==> src/rtl/mult_div_unit.sv <==
// Multi-cycle multiply/divide unit: shift-add multiply and restoring divide
// on operand magnitudes, followed by a single sign-correction cycle.
module mult_div_unit #(
  parameter int WIDTH = 32
) (
  input  logic             clk,
  input  logic             reset,
  input  logic             start,
  input  logic [1:0]       op,
  input  logic [WIDTH-1:0] a,
  input  logic [WIDTH-1:0] b,
  output logic             busy,
  output logic             done,
  output logic [WIDTH-1:0] hi,
  output logic [WIDTH-1:0] lo,
  output logic             div_zero
);
  localparam int CW = $clog2(WIDTH + 1);

  typedef enum logic [1:0] {IDLE, CALC, FIX, DONE} state_t;
  state_t state, state_nxt;

  logic [CW-1:0]    cnt;
  logic             is_div, neg_lo, neg_hi;
  logic [WIDTH-1:0] opnd, acc_hi, acc_lo;

  logic             is_signed, sign_a, sign_b, zero_div;
  logic [WIDTH-1:0] mag_a, mag_b;

  assign is_signed = ~op[0];
  assign sign_a    = is_signed & a[WIDTH-1];
  assign sign_b    = is_signed & b[WIDTH-1];
  assign mag_a     = sign_a ? -a : a;
  assign mag_b     = sign_b ? -b : b;
  assign zero_div  = op[1] && (b == '0);

  // Multiply: {acc_hi,acc_lo} is the partial product with the multiplier
  // shifting out of acc_lo. Divide: acc_hi is the remainder, acc_lo the
  // dividend shifting out while quotient bits shift in.
  logic [WIDTH:0]     mul_sum;
  logic [WIDTH:0]     div_shift;
  logic [WIDTH-1:0]   div_diff;
  logic               div_ge;
  logic [2*WIDTH-1:0] prod_fix;
  logic [WIDTH-1:0]   q_fix, r_fix;

  assign mul_sum   = {1'b0, acc_hi} + {1'b0, opnd & {WIDTH{acc_lo[0]}}};
  assign div_shift = {acc_hi, acc_lo[WIDTH-1]};
  assign div_ge    = div_shift >= {1'b0, opnd};
  // Remainder stays below the divisor, so a WIDTH-bit difference is exact.
  assign div_diff  = div_shift[WIDTH-1:0] - opnd;
  assign prod_fix  = neg_lo ? -{acc_hi, acc_lo} : {acc_hi, acc_lo};
  assign q_fix     = neg_lo ? -acc_lo : acc_lo;
  assign r_fix     = neg_hi ? -acc_hi : acc_hi;

  always_ff @(posedge clk) begin
    if (reset) state <= IDLE;
    else       state <= state_nxt;
  end

  always_comb begin
    state_nxt = state;
    case (state)
      IDLE:    if (start) state_nxt = zero_div ? DONE : CALC;
      CALC:    if (cnt == CW'(1)) state_nxt = FIX;
      FIX:     state_nxt = DONE;
      DONE:    state_nxt = IDLE;
      default: state_nxt = IDLE;
    endcase
  end

  always_comb begin
    busy = (state != IDLE);
    done = (state == DONE);
  end

  always_ff @(posedge clk) begin
    if (reset) begin
      cnt      <= '0;
      hi       <= '0;
      lo       <= '0;
      div_zero <= 1'b0;
      is_div   <= 1'b0;
      neg_lo   <= 1'b0;
      neg_hi   <= 1'b0;
      opnd     <= '0;
      acc_hi   <= '0;
      acc_lo   <= '0;
    end else begin
      case (state)
        IDLE: if (start) begin
          div_zero <= zero_div;
          if (!zero_div) begin
            is_div <= op[1];
            neg_lo <= sign_a ^ sign_b;
            neg_hi <= sign_a;
            opnd   <= op[1] ? mag_b : mag_a;
            acc_hi <= '0;
            acc_lo <= op[1] ? mag_a : mag_b;
            cnt    <= CW'(WIDTH);
          end
        end
        CALC: begin
          cnt <= cnt - CW'(1);
          if (is_div) begin
            acc_hi <= div_ge ? div_diff : div_shift[WIDTH-1:0];
            acc_lo <= {acc_lo[WIDTH-2:0], div_ge};
          end else begin
            {acc_hi, acc_lo} <= {mul_sum, acc_lo[WIDTH-1:1]};
          end
        end
        FIX: begin
          if (is_div) {hi, lo} <= {r_fix, q_fix};
          else        {hi, lo} <= prod_fix;
        end
        default: ;
      endcase
    end
  end
endmodule

==> config.mk <==
export PLATFORM = sky130hd
export DESIGN_NAME = mult_div_unit
export DESIGN_NICKNAME = d
export VERILOG_FILES = /design/src/rtl/mult_div_unit.sv
export SDC_FILE = /design/constraint.sdc
export NUM_CORES = 1
export LEC_CHECK = 0
export ABC_AREA = 1
export CAP_MARGIN = 10
export CORE_AREA = 2 2 194 196
export CTS_BUF_LIST = sky130_fd_sc_hd__clkbuf_2 sky130_fd_sc_hd__clkbuf_4 sky130_fd_sc_hd__clkbuf_8
export CTS_CLUSTER_DIAMETER = 100
export DETAILED_ROUTE_END_ITERATION = 8
export DIE_AREA = 0 0 196 198
export PLACE_DENSITY = 0.69
export SLEW_MARGIN = 20
export SYNTH_ARGS = -nofsm -noshare
export SYNTH_HDL_FRONTEND = slang
export SYNTH_SLANG_ARGS = --single-unit
==> constraint.sdc <==
create_clock -name clk -period 2.45 [get_ports clk]
set_input_delay 0.49 -clock clk [delete_from_list [all_inputs] [get_ports clk]]
set_output_delay 0.49 -clock clk [all_outputs]
set_load 0.02 [all_outputs]
==> flow_summary.toml <==
[floorplanning]
core_mm2 = 0.03696
die_h_um = 198
row_count = 71
die-area_mm2 = 0.03881
die_x_um = 196
ios = 136
start_util = 0.4887

[pwr]
ir_drop_mv = 0.6681
p_switching_w = 0.01005
intPower_w = 0.009056
powerDensity_mw_per_mm2 = 744.3
power.leakage_nw = 12.84
p_clk_frac = 0.118
comb_power_share = 0.685
finalPower_w = 0.01910
pwr-share-seq = 0.198
power_switching_share = 0.5259

[synth]
yosysMostFrequentCell = "nand2_1"
ys.flop_type = "dfxtp_1"
syn_area_per_cell_um2 = 5.491
synth-seq-area-share = 0.1906
ys_warn_count = 0
synth-edff-count = 0
synth_seq_cells = 172
syn_area_mm2 = 0.01806
synthTopCellsByCount = "nand2_1, inv_1, nor2_1"
syn_nets = 3435
synth_top_area_share = 0.2070
async_flop_share = 0
synth_area_leaders = "nand2_1, dfxtp_1, inv_1"
yosysUniqueCellTypes = 46
yosysTopAreaCell = "nand2_1"
syn_inst = 3289

[placed_design]
portBuffers = 135
place.gp.congestion = 1.107
dpl_cell_area_mm2 = 0.02323
dp_hpwl_um = 66370

[clock_network]
cts_tree = "yes"
insertion_delay_ns = 0.54
path_clk_slew_ns = 0.12
cts_buffer_depth = 2
cts.sinks = 172
cts_made_buffers = 17
cts_max_level = 4
cts-root-buf = "clkbuf_8"
cts_hold_buf = 0

[critical_path]
cpPeakStageDelay_ns = 0.46
crit_top_cell = "nand2_1"
r2r_start = "acc_lo[0]$_SDFFE_PP0P_"
cp_num_cells = 17
cp-end-kind = "flop"
required_ns = 2.87
start_kind = "flop"
cp_max_fo = 6
cp_top_family = "simple AND/OR/NAND/NOR gates"
cp_cell_sequence = "nand2_1 > inv_1 > ha_1 > inv_1 > fa_2 > inv_4 > nand3_1 > nand3_2 > nand2_1 > nand2_2 > nand3_2 > nand3_1 > nand2_1 > o21ai_2 > nor2_2 > nor2_2 > nor2_1"
startpoint = "acc_lo[0]$_SDFFE_PP0P_"
crit_type = "flop to flop"
reg2reg_depth = 17
cp_slowest_cell = "dfxtp_4"
arrival_ns = 2.87
worst-path-buf-inv = 3

[layout]
antenna_cells = 0
syn_to_final_growth_pct = 42.11
utilization = 0.6945
drive_gt1_frac = 0.2518
nets = 3965
final_cell_area_mm2 = 0.02567

[timing]
worstMarginPinSlew_ns = 0.6134
fmax_mhz = 408.3
final_hold_viol_count = 0
fin_skew_ns = 0.02305
period_minus_slack_ns = 2.449
slew_headroom = 0.5906
tns_ns = 0
drv_slew = 0
setup_viol = 0
rsz0062_at_grt = "yes"
finalCritPeriodShare = 0.9997

[global_routing]
grt_usage = 0.4104
overflow = 0
grt_pass1_wl_um = 123500
antenna_found_initial = 0
grt_max_degree = 118
grt_pass1_vias = 22182

[detailed_routing]
drc_errors = 0
dr.pass1.iters = 6
finalWirelength_um = 83520
avgRoutedWirePerCell_um = 19.40
viasPerCell = 5.683
vias = 24472
postRouteAntennaNets = 0
drt_iter0_markers = 2649

[outcome]
status = "completed"

[hold_path]
hold_path_class = "input pin to flop"
hold_depth = 4
hp-start = "reset"

[flow_run]
drv_cap = 0
-- final cells by class --
cell class,instances,area (um2)
fillers,3343,11290
well taps,474,593.1
repair buffers,623,5350
clock inverters,15,209.0
multi-input cells,2498,13890
inverters,507,1918
flip-flops and latches,172,3473
clock buffers,17,234.0
-- layer usage --
metal / track usage / up-vias / part of all wire
met1: 0.5124 / 11248 / 0.39
met4: 0.2068 / 0 / 0.064
met2: 0.6740 / 1417 / 0.45
met5: 0 / - / 0
met3: 0.08176 / 304 / 0.096
li1: - / 11503 / -
-- worst reg2reg max path: cells and delay by family (launching register included) --
kind / cells / cell delay (ns)
AND/OR/NAND/NOR: 11 / 0.94
adder cells (fa/ha/maj): 2 / 0.52
flip-flops: 1 / 0.46
buffers and inverters: 3 / 0.22
AO/OA/AOI/OAI: 1 / 0.19
-- metrics by stage --
| step | setup WS, ns | hold slack [ns] | cells |
|---|---|---|---|
| 2_1_floorplan | 0.2006 | 0.4391 | 3289 |
| 3_3_place_gp | -0.2814 | 0.4476 | 4253 |
| 3_5_place_dp | -0.3368 | 0.4675 | 4253 |
| 4_1_cts | -0.06459 | 0.4021 | 4287 |
| 5_1_grt | -0.09767 | 0.4367 | 4306 |
| 6_report | 0.0006286 | 0.4227 | 4306 |
-- logic make-up (layout without fill, tap and decap cells) --
family | after synthesis | count (layout) | share of synthesized area
AO/OA/AOI/OAI | 488 | 488 | 0.1536
XOR/XNOR | 81 | 81 | 0.03928
adder cells (fa/ha/maj) | 77 | 77 | 0.05417
buffers and inverters | 619 | 1162 | 0.1349
flip-flops | 172 | 172 | 0.1906
AND/OR/NAND/NOR | 1852 | 1852 | 0.4274
-- power by group through the flow --
stage                     registers, W  clock network (W)  logic, W
final                          0.00377            0.00225    0.0131
after global routing           0.00380            0.00235    0.0140
after CTS                      0.00371            0.00225    0.0116
after detailed placement       0.00376                  0    0.0114
after global placement         0.00374                  0    0.0113
after floorplan                0.00376                  0   0.00648
-- state kept, by name, summed over array words and instances, names as in the netlist --
register and flops:
cnt 6, opnd 32, lo 32, neg_lo 1, state 2, acc_lo 32
div_zero 1, neg_hi 1, hi 32, acc_hi 32, is_div 1
-- path summary, 6_finish.rpt --
path / endpoint / slack [ns]
setup reg to reg: acc_hi[15]$_SDFFE_PP0P_ / 0.0006
hold reg to reg: cnt[5]$_SDFFE_PP0P_ / 0.50
setup / recovery: acc_hi[15]$_SDFFE_PP0P_ / 0.0006
hold / removal: lo[28]$_SDFFE_PP0P_ / 0.42
-- cells in the final DEF, fill, tap and decap left out, drive strengths merged --
cell type,count
nor4,5
clkbuf,20
nand4,53
ha,75
o21bai,14
and2,5
o221ai,18
a21oi,195
clkinv,9
inv,513
o31ai,2
nor3,34
nand2,1022
or2,6
nand3,276
a211oi,3
nor2,442
o22ai,3
xor2,59
xnor2,22
a21o,3
dfxtp,172
buf,487
fa,2
o21ai,200
o211ai,21
o21a,2
dlygate4sd2,1
clkdlybuf4s50,132
nand3b,9
a31oi,27
-- repair_timing --
action | in CTS | in global routing
cloned | 0 | 4
setup buffers | 2 | 15
setup endpoints to repair | 29 | 50
gates resized for setup | 47 | 393
pin swaps | 6 | 93
No activity file was read; power rests on OpenSTA's default activity.
